**src/rtl/rgb_cycle_pkg.sv**
```systemverilog
// Shared encodings and constants for the RGB colour-cycle LED driver.
package rgb_cycle_pkg;

  typedef enum logic [1:0] {
    MODE_OFF     = 2'd0,
    MODE_CYCLE   = 2'd1,
    MODE_BREATHE = 2'd2,
    MODE_STATIC  = 2'd3
  } mode_e;

  localparam int unsigned SEG_PER_PERIOD = 6;

  // Phase offset of channel ch in whole segments; the result is always below SEG_PER_PERIOD.
  function automatic int unsigned seg_offset(input int unsigned ch);
    return (2 * ch) % SEG_PER_PERIOD;
  endfunction

endpackage

```
**src/rtl/rgb_cycle_ds.sv**
```systemverilog
// First-order delta-sigma modulator: the carry out of a level accumulator drives the LED.
module ds_mod #(
  parameter int unsigned BW = 8
) (
  input  logic          clk,
  input  logic          rst,
  input  logic [BW-1:0] i_level,
  output logic          o_led
);

  logic [BW-1:0] acc_q;
  logic          led_q;
  logic [BW:0]   sum;

  assign sum   = {1'b0, acc_q} + {1'b0, i_level};
  assign o_led = led_q;

  always_ff @(posedge clk or posedge rst) begin
    if (rst) begin
      acc_q <= '0;
      led_q <= 1'b0;
    end else begin
      acc_q <= sum[BW-1:0];
      led_q <= sum[BW];
    end
  end

endmodule

```
**src/rtl/rgb_cycle.sv**
```systemverilog
// Multi-channel LED pattern generator: prescaled position counter, per-channel shape,
// global dimmer and delta-sigma drive.
module rgb_cycle
  import rgb_cycle_pkg::*;
#(
  parameter int unsigned N_CH    = 3,
  parameter int unsigned BW      = 8,
  parameter int unsigned PRESC_W = 20
) (
  input  logic               clk,
  input  logic               rst,
  input  logic [1:0]         i_mode,
  input  logic [4:0]         i_speed,
  input  logic [BW-1:0]      i_dim,
  input  logic [N_CH*BW-1:0] i_static,
  input  logic               i_sync,
  output logic [N_CH-1:0]    o_led,
  output logic [N_CH*BW-1:0] o_level,
  output logic               o_strobe
);

  localparam int unsigned MaxSpeed = PRESC_W - 1;
  localparam int unsigned PosW     = BW + 3;
  localparam logic [PosW-1:0] Period = PosW'(SEG_PER_PERIOD << BW);

  mode_e              mode;
  logic [4:0]         speed_c;
  logic [PRESC_W-1:0] term;
  logic [PRESC_W-1:0] presc_q, presc_d;
  logic [PosW-1:0]    pos_q, pos_d;
  logic               strobe_hit;
  logic               advance;
  logic [BW-1:0]      raw_breathe;

  assign mode    = mode_e'(i_mode);
  assign speed_c = (32'(i_speed) > MaxSpeed) ? 5'(MaxSpeed) : i_speed;
  assign term    = (PRESC_W'(1) << speed_c) - PRESC_W'(1);

  // >= rather than == so a speed decrease mid-count wraps at once instead of stalling.
  assign strobe_hit = (presc_q >= term);
  assign o_strobe   = strobe_hit & ~i_sync & ~rst;
  assign advance    = o_strobe & ((mode == MODE_CYCLE) | (mode == MODE_BREATHE));

  always_comb begin
    presc_d = presc_q + PRESC_W'(1);
    if (i_sync || strobe_hit) presc_d = '0;
  end

  always_comb begin
    pos_d = pos_q;
    if (i_sync) begin
      pos_d = '0;
    end else if (advance) begin
      pos_d = (pos_q == Period - PosW'(1)) ? '0 : pos_q + PosW'(1);
    end
  end

  always_ff @(posedge clk or posedge rst) begin
    if (rst) begin
      presc_q <= '0;
      pos_q   <= '0;
    end else begin
      presc_q <= presc_d;
      pos_q   <= pos_d;
    end
  end

  assign raw_breathe = pos_q[BW] ? ~pos_q[BW-1:0] : pos_q[BW-1:0];

  for (genvar c = 0; c < N_CH; c++) begin : g_ch
    localparam logic [BW+3:0] Ofs = (BW + 4)'(seg_offset(c) << BW);

    logic [BW+3:0]   p_sum, p;
    logic [2:0]      seg;
    logic [BW-1:0]   frac;
    logic [BW-1:0]   raw;
    logic [2*BW-1:0] prod;
    logic [BW-1:0]   level_q;

    // Offset is below one period, so a single conditional subtract gives the modulo.
    assign p_sum = {1'b0, pos_q} + Ofs;
    assign p     = (p_sum >= {1'b0, Period}) ? p_sum - {1'b0, Period} : p_sum;
    assign seg   = 3'(p >> BW);
    assign frac  = p[BW-1:0];

    always_comb begin
      raw = '0;
      unique case (mode)
        MODE_OFF:     raw = '0;
        MODE_CYCLE: begin
          case (seg)
            3'd0:       raw = frac;
            3'd1, 3'd2: raw = '1;
            3'd3:       raw = ~frac;
            default:    raw = '0;
          endcase
        end
        MODE_BREATHE: raw = raw_breathe;
        MODE_STATIC:  raw = i_static[c*BW +: BW];
      endcase
    end

    // raw * (dim + 1) fits in 2*BW bits, so the dimmer never overflows.
    assign prod = {{BW{1'b0}}, raw} * {{BW{1'b0}}, i_dim} + {{BW{1'b0}}, raw};

    always_ff @(posedge clk or posedge rst) begin
      if (rst) level_q <= '0;
      else     level_q <= BW'(prod >> BW);
    end

    assign o_level[c*BW +: BW] = level_q;

    ds_mod #(
      .BW (BW)
    ) u_ds (
      .clk     (clk),
      .rst     (rst),
      .i_level (level_q),
      .o_led   (o_led[c])
    );
  end

endmodule

```
**config.mk**
```make
export PLATFORM = sky130hd
export DESIGN_NAME = rgb_cycle
export DESIGN_NICKNAME = d
export VERILOG_FILES = /design/src/rtl/rgb_cycle_pkg.sv /design/src/rtl/rgb_cycle_ds.sv /design/src/rtl/rgb_cycle.sv
export SDC_FILE = /design/constraint.sdc
export NUM_CORES = 1
export LEC_CHECK = 0
export BUFFER_PORTS_ARGS = -buffer_cell sky130_fd_sc_hd__buf_2
export CAP_MARGIN = 10
export CORE_MARGIN = 3
export CORE_UTILIZATION = 30
export DETAILED_ROUTE_END_ITERATION = 8
export GPL_ROUTABILITY_DRIVEN = 0
export GPL_TIMING_DRIVEN = 0
export PLACE_DENSITY = 0.55
export REMOVE_ABC_BUFFERS = 1
export SYNTH_ARGS = -nofsm -noshare
export SYNTH_HDL_FRONTEND = slang
export SYNTH_SLANG_ARGS = --single-unit
```
**constraint.sdc**
```tcl
create_clock -name clk -period 6.4 [get_ports clk]
set_input_delay 0.64 -clock clk [delete_from_list [all_inputs] [get_ports clk]]
set_output_delay 0.64 -clock clk [all_outputs]
set_load 0.005 [all_outputs]
```
# Yosys cells after proc, flatten, opt, wreduce, memory -nomap -nowiden
# Cells that the tools add are included.
[word_totals]
output_inout_bits = 28
wordCells = 81
ff_bits = 82
in_bits = 42
[op_classes]
reduce_logical = 9
magnitude_cmp = 5
n_bitwise = 10
add_sub_neg = 14
mux = 15
multipliers = 3
eq_ne = 13
shifts = 1
[ops]
columns = ["cell", "n"]
rows = [
  ["case mux 8 bit (4 select lines)", 3],
  ["case mux 8 bit (3 select lines)", 3],
  ["2-to-1 mux 11 bit", 6],
  ["adder 16 x 8 -> 16 bit", 3],
  ["multiplier 8 x 8 -> 16 bit", 3],
  ["subtractor 11 bit (second input constant)", 3],
  ["NOT 8 bit", 4],
  ["adder 8 x 8 -> 9 bit", 3],
  [">= comparator 12 x 11 -> 1 bit (second input constant)", 2],
  ["adder 20 x 1 -> 20 bit (second input constant)", 1],
  [">= comparator 20 bit", 1],
  ["2-to-1 mux 20 bit", 1],
  ["left shift 1 x 5 -> 20 bit (first input constant)", 1],
  ["subtractor 20 x 2 -> 20 bit (second input constant)", 1],
  ["== test 3 x 2 -> 1 bit (second input constant)", 6],
  ["adder 11 x 10 -> 12 bit (second input constant)", 1],
  ["adder 11 x 11 -> 12 bit (second input constant)", 1],
  ["adder 11 x 1 -> 11 bit (second input constant)", 1],
  ["== test 11 bit (second input constant)", 1],
  [">= comparator 11 bit (second input constant)", 1],
  ["== test 3 x 1 -> 1 bit (second input constant)", 3],
  ["logical NOT 3 bit", 3],
  ["2-to-1 mux 8 bit", 1],
  ["OR reduction 2 bit", 3],
  ["10 further kinds", 14],
]

# Logic depth before layout (Yosys ltp)
# Gate-level depths: netlist of run 1.
[logic_depth]
depth_word = 10
mapped_depth = 24
depth_no_buf = 23

# Modules after synthesis
# Synthesis of run 1 repeated with hierarchy kept, for this count alone.
[hier_totals]
cells_unflattened = 1298
hier_area_um2 = 11666.2
[by_module_without_submodules]
columns = ["module", "cells_each", "n_inst", "area_each_um2", "seq_area_each_um2"]
rows = [
  ["rgb_cycle", 1142, 1, 10007.1, 1376.3],
  ["ds_mod", 52, 3, 553.0, 225.2],
]

# Worst setup path before layout of run 1
# Ideal clock, no wire load.
[synth_timing]
kind = "in2reg"
start = "input port i_mode[1]"
end = "register g_ch[0].level_q[7]"
path_stages = 20
t_arrival_ns = 5.830
t_required_ns = 6.320
path_slack_ns = 0.490
n_path_buf = 1
setup_time_ns = 0.080
path_cell_list = "inv_1 > ha_1 > nor2b_1 > clkbuf_1 > o211ai_1 > a31oi_1 > and2_1 > fa_1 > fa_1 > fa_1 > inv_1 > fa_1 > inv_1 > ha_1 > a211o_1 > o32ai_1 > a211oi_2 > or3_1 > a31oi_1 > xnor2_1"
[synth_via]
elab_chain_len = 4
word_cells_on_any_way = 7
cone_classes = "add/sub (1); mul (1); eq/ne (3); mux (1); reduce/logical (1)"
[synth_lines]
columns = ["element", "line", "source"]
rows = [
  ["start, declared", "rgb_cycle.sv:12", "input logic [1:0] i_mode,"],
  ["== test 2 bit, or another cell as far along", "rgb_cycle.sv:88", "unique case (mode)"],
  ["case mux 8 bit (4 select lines) *", "rgb_cycle.sv:88", ""],
  ["multiplier 8 x 8 -> 16 bit", "rgb_cycle.sv:104", "assign prod = {{BW{1'b0}}, raw} * {{BW{1'b0}}, i_dim} + {{BW{1'b0}}, raw};"],
  ["adder 16 x 8 -> 16 bit *", "rgb_cycle.sv:104", ""],
  ["net g_ch[0].prod[15]", "rgb_cycle.sv:77", "logic [2*BW-1:0] prod;"],
  ["end signal, assigned", "rgb_cycle.sv:108", "else level_q <= BW'(prod >> BW);"],
  ["end, declared", "rgb_cycle.sv:78", "logic [BW-1:0] level_q;"],
]
# The timed path passes the listed nets; every way through them passes the cells marked *.
# A chain may end at the register's enable or synchronous reset.

# Final worst setup path of run 1
[layout_timing]
start = "register pos_q[10]"
end = "register g_ch[0].level_q[7]"
[layout_via]
elab_chain_len = 8
word_cells_on_any_way = 13
cone_classes = "add/sub (2); mul (1); order compare (1); eq/ne (3); mux (3); bitwise (1); reduce/logical (2)"
[layout_lines]
columns = ["element", "line", "source"]
rows = [
  ["start, declared", "rgb_cycle.sv:30", "logic [PosW-1:0] pos_q, pos_d;"],
  ["start signal, assigned", "rgb_cycle.sv:64", "pos_q <= pos_d;"],
  ["subtractor 11 bit / >= comparator 11 bit (equally long branches)", "rgb_cycle.sv:82", "assign p = (p_sum >= {1'b0, Period}) ? p_sum - {1'b0, Period} : p_sum;"],
  ["2-to-1 mux 11 bit *", "rgb_cycle.sv:82", ""],
  ["== test 3 x 1 -> 1 bit / == test 3 x 2 -> 1 bit (equally long branches)", "rgb_cycle.sv:91", "case (seg)"],
  ["OR reduction 2 bit", "rgb_cycle.sv:91", ""],
  ["case mux 8 bit (3 select lines) *", "rgb_cycle.sv:91", ""],
  ["case mux 8 bit (4 select lines) *", "rgb_cycle.sv:88", ""],
  ["multiplier 8 x 8 -> 16 bit", "rgb_cycle.sv:104", ""],
  ["adder 16 x 8 -> 16 bit *", "rgb_cycle.sv:104", ""],
  ["net g_ch[0].prod[15]", "rgb_cycle.sv:77", ""],
]
# Marked as above.

==> impl_results.md, run 1 <==
- Result of the run: finished clean
- Sequential cell area: 0.002056 mm²
- Part of the total power dissipated in the clock network: around 22%
- Internal Pwr Total: 1.375 mW
- Clock-pin slew reported for the worst setup and hold paths after clock tree synthesis: 0.06 ns
- Worst Path Arrival: 6.32 ns
- Most frequent cells in the layout: sky130_fd_sc_hd__inv_1, sky130_fd_sc_hd__ha_1, sky130_fd_sc_hd__and2_1, sky130_fd_sc_hd__fa_1, sky130_fd_sc_hd__nand2_1
- Wire length reported by the detailed router: 27110 µm
- Count of vias placed by the detailed router: 8782
- Half-perimeter wire length of the detailed placement result: about 21000 µm
- Leading cell type in the layout, fill and taps excluded: sky130_fd_sc_hd__inv_1
- Total standard cell area after synthesis: 0.01169 mm²
- Drt first-iter violations: 304
- Yosys Warn Count: 0
- Pwr dens: roughly 170 mW/mm²
- RSZ-0062 raised after global routing: true
- Largest voltage drop on the vdd net: 0.1233 mV
- Most repeated library cell on the critical path: sky130_fd_sc_hd__fa_1
- Final Slew Violations: 0
- Clock root buffer master: sky130_fd_sc_hd__clkbuf_16
- First-pass GRT wire length: between 40000 and 50000 µm
- Critical Path Max Stage Delay: 0.50 ns
- Die extent in y: 203.4 µm
- Wirelength per Cell: 14.52 µm
- Count of distinct cell types in the synthesized netlist: 60
- Count of endpoints failing hold in the final timing report: 0
- Number of design rule violations left after detail routing: 0
- Max cap viols: 0
- Proportion of synthesized chip area in sequential cells: 17.55%
- Maximum clock path buffer count: 2
- Power, Total: between 2 and 2.5 mW
- CTS tree: done
- Overall die width: 203.4 µm
- Max Clk Rate: 165.5 MHz
- Layout cells sized above 1: under 10%
- Number of standard cells after synthesis: 1325
- Category of the critical setup timing path: flip-flop to flip-flop
- Utilization after layout: 34.17%
- Switching part of the total: 38.76%
- Startpoint Class: flip-flop
- Start of the worst register-to-register path: pos_q[10]
- Hold_ws: 0.3664 ns
- Number of setup buffers added after CTS: 0
- Total gr overflow: 0
- CTS Buf Count: 9
- Via density per instance: 4.704
- Critical Path Sink Type: flip-flop
- Relative contribution of combinational cells to total power: 46.7%
- Most common flop cell mapped by yosys: sky130_fd_sc_hd__dfrtp_1
- Number of antenna violations at the first check in global routing: 2
- Top-area cell type share of the netlist area: 22.60%
- Number of diodes added for antenna fixing: 0
- Number of placement rows: roughly 70
- Fin crit share: 94.42%
- Filler Cell Count: between 4000 and 5000
- Data required time of the worst path: 6.68 ns
- Ranking of synthesized cells by area: sky130_fd_sc_hd__fa_1, sky130_fd_sc_hd__dfrtp_1, sky130_fd_sc_hd__ha_1
- Endpoint of the worst register-to-register path: g_ch[0].level_q[7]
- Switching Power: 0.8700 mW
- Slowest library cell on the worst path: sky130_fd_sc_hd__fa_1
- Clock H-tree levels: 3
- Multi-input gate area: 0.008861 mm²
- Number of nets still failing antenna checks after routing: 0
- Clock sinks: 82
- Leakage power summed over all cells: 6.627 nW
- Number of nets in the layout: ~1700
- Dominant cell type by area after synthesis: sky130_fd_sc_hd__fa_1
- Worst Reg-to-Reg Cells: 19
- Pin count of the biggest net entering global routing: 44
- Signed area change from the synthesized netlist to the final layout: 11.08%
- Detailed-router iteration count before antenna repair: 4
- Worst-Skew Late Latency: around 0.36 ns
- Shortest period the worst path allows: 6.043 ns
- CP Max Fanout: 16
- R2r setup slk: 0.36 ns
- Average footprint of a synthesized cell: 8.826 µm²
- Worst clock skew: about 0.0078 ns
- Share of async-settable or async-resettable flops after synthesis: 100.0%
- Number of enable flip-flop cells after synthesis: 0
- Synth Register Bits: 82
- Starting density of the core: between 30% and 40%
- Final TNS setup: 0 ns
- Worst Tran Pin Value: 0.9364 ns
- Die Footprint: 0.04139 mm²
- Slew Limit Headroom: 37.57%
- Global router's overall resource usage: between 10% and 20%
- Power share of the sequential group: 31.1%
- Core box area: 0.03802 mm²
- Crit-path cells: inv_1 -> ha_2 -> o21ai_0 -> a222oi_1 -> nor2_1 -> and2_1 -> fa_1 -> inv_1 -> fa_1 -> inv_1 -> fa_1 -> fa_1 -> ha_1 -> a211o_1 -> o32ai_1 -> a211oi_2 -> or3_1 -> a31oi_1 -> xnor2_1
- I/O pin total: 70
- Count of port buffers added during placement: 69
- Number of global-route vias before repair: a little over 9000
- Quantity of hold-fixing buffers added after cts: 0
- Worst min-delay path class: input pin to asynchronous set/reset pin
- Final number of setup-violating endpoints: 0
-- cells by family after synthesis --
| kind of cell | count (synthesis) | synth area share [%] |
|---|---|---|
| multiplexers | 4 | 0.3531 |
| adder cells (fa/ha/maj) | 284 | 38.86 |
| XOR/XNOR | 67 | 5.018 |
| buffers and inverters | 263 | 8.634 |
| AO/OA/AOI/OAI | 189 | 10.55 |
| AND/OR/NAND/NOR | 435 | 19.01 |
| flip-flops | 82 | 17.55 |
| other | 1 | 0.03207 |
-- critical path: cells and delay by family, from the launching register on --
family          cells  cell delay, ns
compound gates      6            1.62
xor+xnor            1            0.14
fa+ha+maj           6            2.64
buf+inv             3            0.23
flops               1            0.43
simple gates        3            0.91
-- registers in the layout, indices dropped and copies added, names as in the netlist --
signal           count
pos_q               11
presc_q             20
g_ch.level_q        24
g_ch.u_ds.o_led      3
g_ch.u_ds.acc_q     24
-- metrics by stage --
| step | setup WS [ns] | std cells | instance area, µm² |
|---|---|---|---|
| 2_1_floorplan | 0.4311 | 1270 | 11470 |
| 3_3_place_gp | -0.5892 | 1850 | 12450 |
| 3_5_place_dp | -0.5828 | 1851 | 12480 |
| 4_1_cts | 0.003198 | 1867 | 12860 |
| 5_1_grt | -0.01306 | 1867 | 12990 |
| 6_report | 0.3571 | 1867 | 12990 |
-- cell type report --
| cell class | instances | area share (%) |
|---|---|---|
| repair buffers | 70 | 2.870 |
| clock buffers | 10 | 1.763 |
| inverters | 208 | 6.029 |
| multi-input cells | 980 | 68.21 |
| flip-flops and latches | 82 | 15.82 |
| clock inverters | 6 | 0.3852 |
| well taps | 511 | 4.922 |
-- power by group through the flow --
stage / Combinational (mW) / Clock [mW] / Sequential, mW
after floorplan: 0.785 / 0 / 0.699
after global placement: 1.03 / 0 / 0.706
after detailed placement: 1.05 / 0 / 0.711
after CTS: 1.07 / 0.522 / 0.701
after global routing: 1.24 / 0.541 / 0.711
final: 1.05 / 0.498 / 0.698
-- worst max path at each step --
stage	start	to	slack, ns	cells past startpoint
5_1_grt	pos_q[10]	g_ch[0].level_q[7]	-0.01	19
6_report	pos_q[10]	g_ch[0].level_q[7]	0.36	19
3_5_place_dp	i_mode[1]	g_ch[0].level_q[7]	-0.58	20
2_1_floorplan	i_mode[1]	g_ch[0].level_q[7]	0.43	19
3_3_place_gp	i_mode[1]	g_ch[0].level_q[7]	-0.59	20
4_1_cts	pos_q[9]	g_ch[2].level_q[5]	0.003	21
-- layer usage --
metal	GRT usage (%)	wire, µm
met5	0	13
met4	3.491	451
met3	2.378	977
met2	23.79	13360
met1	17.53	12300
-- repair_timing --
item	in CTS	in global routing
setup endpoints to repair	13	16
gates cloned	0	0
pin swaps	0	0
resized for setup	17	22
-- synth_stat cells (all sizes together), types with 2 or more instances --
| cell | count |
|---|---|
| a211oi | 5 |
| a21boi | 4 |
| a21o | 25 |
| a21oi | 49 |
| a222oi | 3 |
| a311oi | 3 |
| a31oi | 21 |
| a32oi | 2 |
| and2 | 139 |
| and3 | 9 |
| and4 | 2 |
| buf | 9 |
| clkbuf | 46 |
| dfrtp | 82 |
| fa | 132 |
| ha | 152 |
| inv | 208 |
| mux2i | 3 |
| nand2 | 120 |
| nand2b | 9 |
| nand3 | 39 |
| nand4 | 9 |
| nor2 | 64 |
| nor2b | 10 |
| nor3 | 7 |
| nor4 | 3 |
| o211ai | 20 |
| o21a | 6 |
| o21ai | 37 |
| o22ai | 2 |
| or2 | 10 |
| or3 | 8 |
| or3b | 3 |
| xnor2 | 32 |
| xor2 | 35 |
(Power assumes the default switching activity.)
==> run 2, diff against run 1 <==
- ABC_AREA: unset -> 1
- SETUP_SLACK_MARGIN: unset -> 0.05
- clock period: 6.4 -> 7.3 ns (I/O delays scaled with it)
==> run 2 against run 1 <==
  * Core utilization decreased by 0.47 points
  * Critical path depth increased by 2
  * Clock power increased by 7.8%
  * Sequential power decreased by 10%
  * Via count increased by 20%
  * Hold slack improved by 0.040 ns
  * Global-route usage increased by 1.5 points
  * Clock-buffer cell count decreased by 1
  * Total power increased by 6.3%
  * Setup slack improved by 0.85 ns
  * Largest power group unchanged
==> impl_results.md, run 2 <==
- Result of the run: finished clean
- Max Clk Rate: 164.2 MHz
- Total standard cell area after synthesis: 0.01240 mm² (+6.1%)
- I/O pin total: 70 (unchanged)
- Worst setup slack before clock tree synthesis: 0.8986 ns (+1.481 ns)
- Starting density of the core: 30.79% (+0.034 points)
- Global router's overall resource usage: 15.15% (+1.5 points)
- Wirelength per Cell: 14.26 µm (-1.8%)
- Pin count of the biggest net entering global routing: 45 (+2.3%)
- Critical Path Sink Type: flip-flop
- Number of enable flip-flop cells after synthesis: 0 (unchanged)
- Clock sinks: 82 (unchanged)
- Most frequently used cell type in the post-synthesis netlist: sky130_fd_sc_hd__nand2_1
- Synth Area in XOR/XNOR: 3.531% (-1.5 points)
- Largest voltage drop on the vdd net: 0.09845 mV (-20%)
- Number of global-route vias before repair: 10960 (+21%)
- Final Slew Violations: 0 (unchanged)
- Share of synthesized cell area in full adder, half adder and majority cells: 36.64% (-2.2 points)
- Shortest period the worst path allows: 6.091 ns
- CTS Buf Count: 9 (unchanged)
- Combinational family with the most area after synthesis: adder cells
- Filler Cell Count: 4312 (+7.4%)
- Met2 wirelength from detailed routing: 15000 µm (+12%)
- Startpoint Class: input pin
- Compound-cell area share of the yosys netlist: 8.040% (-2.5 points)
- Top Metal Used: met4
- Detailed-router iteration count before antenna repair: 5 (+1)
- Number of standard cells after synthesis: 1664 (+26%)
- Wire length on met3: 1220 µm (+25%)
- Ranking of synthesized cells by area: sky130_fd_sc_hd__fa_1, sky130_fd_sc_hd__dfrtp_1, sky130_fd_sc_hd__ha_1
- Wire length reported by the detailed router: 31910 µm (+18%)
- Max cap viols: 0 (unchanged)
- Category of the critical setup timing path: input pin to flip-flop
- Clock-pin slew reported for the worst setup and hold paths after clock tree synthesis: 0.07 ns (about the same)
- Signed area change from the synthesized netlist to the final layout: 9.442%
- Pwr dens: 175.8 mW/mm² (+1.7%)
- Registers with the most flip-flops: g_ch.level_q: 24 flops, g_ch.u_ds.acc_q: 24 flops, presc_q: 20 flops
- Drt first-iter violations: 496 (+63%)
- Routed length on met1: 15100 µm (+23%)
- Number of antenna violations at the first check in global routing: 2 (unchanged)
- Count of distinct cell types in the synthesized netlist: 45 (-25%)
- Simple-gate share of the synthesized area: 23.38% (+4.4 points)
- Leading cell type in the layout, fill and taps excluded: sky130_fd_sc_hd__nand2_1
- Die Footprint: 0.04382 mm² (+5.9%)
- Worst Tran Pin Value: 0.8585 ns (-0.07787 ns)
- Top post-synthesis cells by count: sky130_fd_sc_hd__nand2_1, sky130_fd_sc_hd__inv_1, sky130_fd_sc_hd__nor2_1
- Clock root buffer master: sky130_fd_sc_hd__clkbuf_16
- Final TNS setup: 0 ns (unchanged)
- Worst min-delay path class: input pin to asynchronous set/reset pin
- Worst Path Arrival: 6.35 ns (+0.03 ns)
- Fin crit share: 83.43%
- Count of vias placed by the detailed router: 10560 (+20%)
- Dominant cell type by area after synthesis: sky130_fd_sc_hd__fa_1
- Number of diodes added for antenna fixing: 0 (unchanged)
- Total gr overflow: 0 (unchanged)
- Core box area: 0.04028 mm² (+5.9%)
- Synth Register Bits: 82 (unchanged)
- Clock H-tree levels: 3 (unchanged)
- CTS tree: done
- R2r setup slk: 1.27 ns (+0.91 ns)
- Yosys Warn Count: 0 (unchanged)
- Data required time of the worst path: 7.56 ns (+0.88 ns)
- Number of setup buffers added after CTS: 0 (unchanged)
- Most common flop cell mapped by yosys: sky130_fd_sc_hd__dfrtp_1
- RSZ-0062 raised after global routing: false
- Quantity of hold-fixing buffers added after cts: 0 (unchanged)
- Number of design rule violations left after detail routing: 0 (unchanged)
- Number of nets still failing antenna checks after routing: 0 (unchanged)
- Leakage power summed over all cells: 7.376 nW (+11%)
- Maximum clock path buffer count: 2 (unchanged)
- Proportion of synthesized chip area in sequential cells: 16.54% (-1.0 points)
- Most frequent cells in the layout: sky130_fd_sc_hd__nand2_1, sky130_fd_sc_hd__inv_1, sky130_fd_sc_hd__nor2_1, sky130_fd_sc_hd__ha_1, sky130_fd_sc_hd__fa_1
- First-pass GRT wire length: 54320 µm (+19%)
- Half-perimeter wire length of the detailed placement result: 26250 µm (+24%)
- Number of nets in the layout: 2033 (+21%)
- CP Max Fanout: 16 (unchanged)
- Number of placement rows: 73 (+2.8%)
- Layout cells sized above 1: 6.600% (-2.8 points)
- Worst-Skew Late Latency: 0.38 ns (+0.02 ns)
- Die extent in y: 209.3 µm (+2.9%)
- Worst clock skew: 0.01229 ns (+0.004535 ns)
- Top-area cell type share of the netlist area: 21.31% (-1.3 points)
- Overall die width: 209.3 µm (+2.9%)
- Multi-input gate area: 0.008884 mm² (+0.25%)
- Worst Setup Slack, final: 1.209 ns (+0.8523 ns)
- Final number of setup-violating endpoints: 0 (unchanged)
- Number of cells upsized or downsized after cts: 0 (-17)
- Count of port buffers added during placement: 69 (unchanged)
- Fraction of synthesized area in multiplexers: 0% (-0.35 points)
- Slew Limit Headroom: 42.76% (+5.2 points)
- Via density per instance: 4.719 (+0.32%)
- Sequential cell area: 0.002052 mm² (-0.18%)
- Average footprint of a synthesized cell: 7.454 µm² (-16%)
- Count of endpoints failing hold in the final timing report: 0 (unchanged)
- Share of async-settable or async-resettable flops after synthesis: 100.0% (unchanged)
[run 2: report_power, final]
group | internal, mW | switching [mW] | leakage (nW)
combinational | 0.472 | 0.749 | 6.15
clock | 0.307 | 0.229 | 0.164
sequential | 0.574 | 0.0541 | 1.06
total | 1.35 | 1.03 | 7.38
[run 2: cell type report]
type                       instances  share of cell area [%]
multi-input combinational       1205                   65.44
clock buffer                       9                   1.659
clock inverter                     7                  0.8019
sequential                        82                   15.12
inverter                         339                   9.393
timing repair buffer              70                   2.747
tap                              525                   4.839
[run 2: path summary, 6_finish.rpt]
check                                 startpoint                     to  cells after the start
max                                    i_mode[0]     g_ch[0].level_q[7]                     21
min in group clk           g_ch[1].u_ds.acc_q[0]  g_ch[1].u_ds.acc_q[0]                      1
max reg2reg                             pos_q[9]     g_ch[2].level_q[7]                     20
max in group asynchronous                    rst  g_ch[2].u_ds.acc_q[6]                      3
min                                          rst            presc_q[19]                      2
min reg2reg                g_ch[1].u_ds.acc_q[0]  g_ch[1].u_ds.acc_q[0]                      1
[run 2: layer usage]
layer | GRT usage [%] | vias up
li1 | - | 5255
met1 | 20.10 | 5073
met2 | 25.87 | 188
met3 | 2.347 | 40
met4 | 3.857 | 0
met5 | 0 | -
[run 2: through the flow]
step | hold slack [ns] | total power, mW | utilization (%) | area, µm² | cells
finish | 0.4064 | 2.386 | 33.70 | 13570 | 2237
CTS | 0.4289 | 2.424 | 33.70 | 13570 | 2237
floorplan | 0.4430 | 1.546 | - | 12210 | 1626
global placement | 0.4529 | 1.831 | 32.80 | 13210 | 2220
detailed placement | 0.4600 | 1.863 | 32.87 | 13240 | 2221
global route | 0.4512 | 2.648 | 33.70 | 13570 | 2237
[run 2: cells by family after synthesis]
| logic type | after synthesis |
|---|---|
| xor+xnor | 50 |
| fa+ha+maj | 284 |
| flops | 82 |
| other cells | 1 |
| buf+inv | 377 |
| compound gates | 157 |
| simple gates | 713 |
[run 2: worst max-delay path: stages]
cell and delay (ns):
sky130_fd_sc_hd__buf_2 0.12, sky130_fd_sc_hd__inv_1 0.07, sky130_fd_sc_hd__ha_1 0.71, sky130_fd_sc_hd__inv_1 0.57, sky130_fd_sc_hd__nand2_1 0.45, sky130_fd_sc_hd__nor2_1 0.12, sky130_fd_sc_hd__fa_1 0.53, sky130_fd_sc_hd__fa_1 0.52
sky130_fd_sc_hd__fa_1 0.54, sky130_fd_sc_hd__inv_1 0.06, sky130_fd_sc_hd__fa_1 0.57, sky130_fd_sc_hd__inv_1 0.06, sky130_fd_sc_hd__ha_1 0.35, sky130_fd_sc_hd__a21oi_1 0.16, sky130_fd_sc_hd__inv_1 0.07, sky130_fd_sc_hd__a31oi_1 0.22
sky130_fd_sc_hd__nor2_1 0.10, sky130_fd_sc_hd__nor3_1 0.21, sky130_fd_sc_hd__nand2_1 0.09, sky130_fd_sc_hd__nand2_1 0.06, sky130_fd_sc_hd__nand2_1 0.04
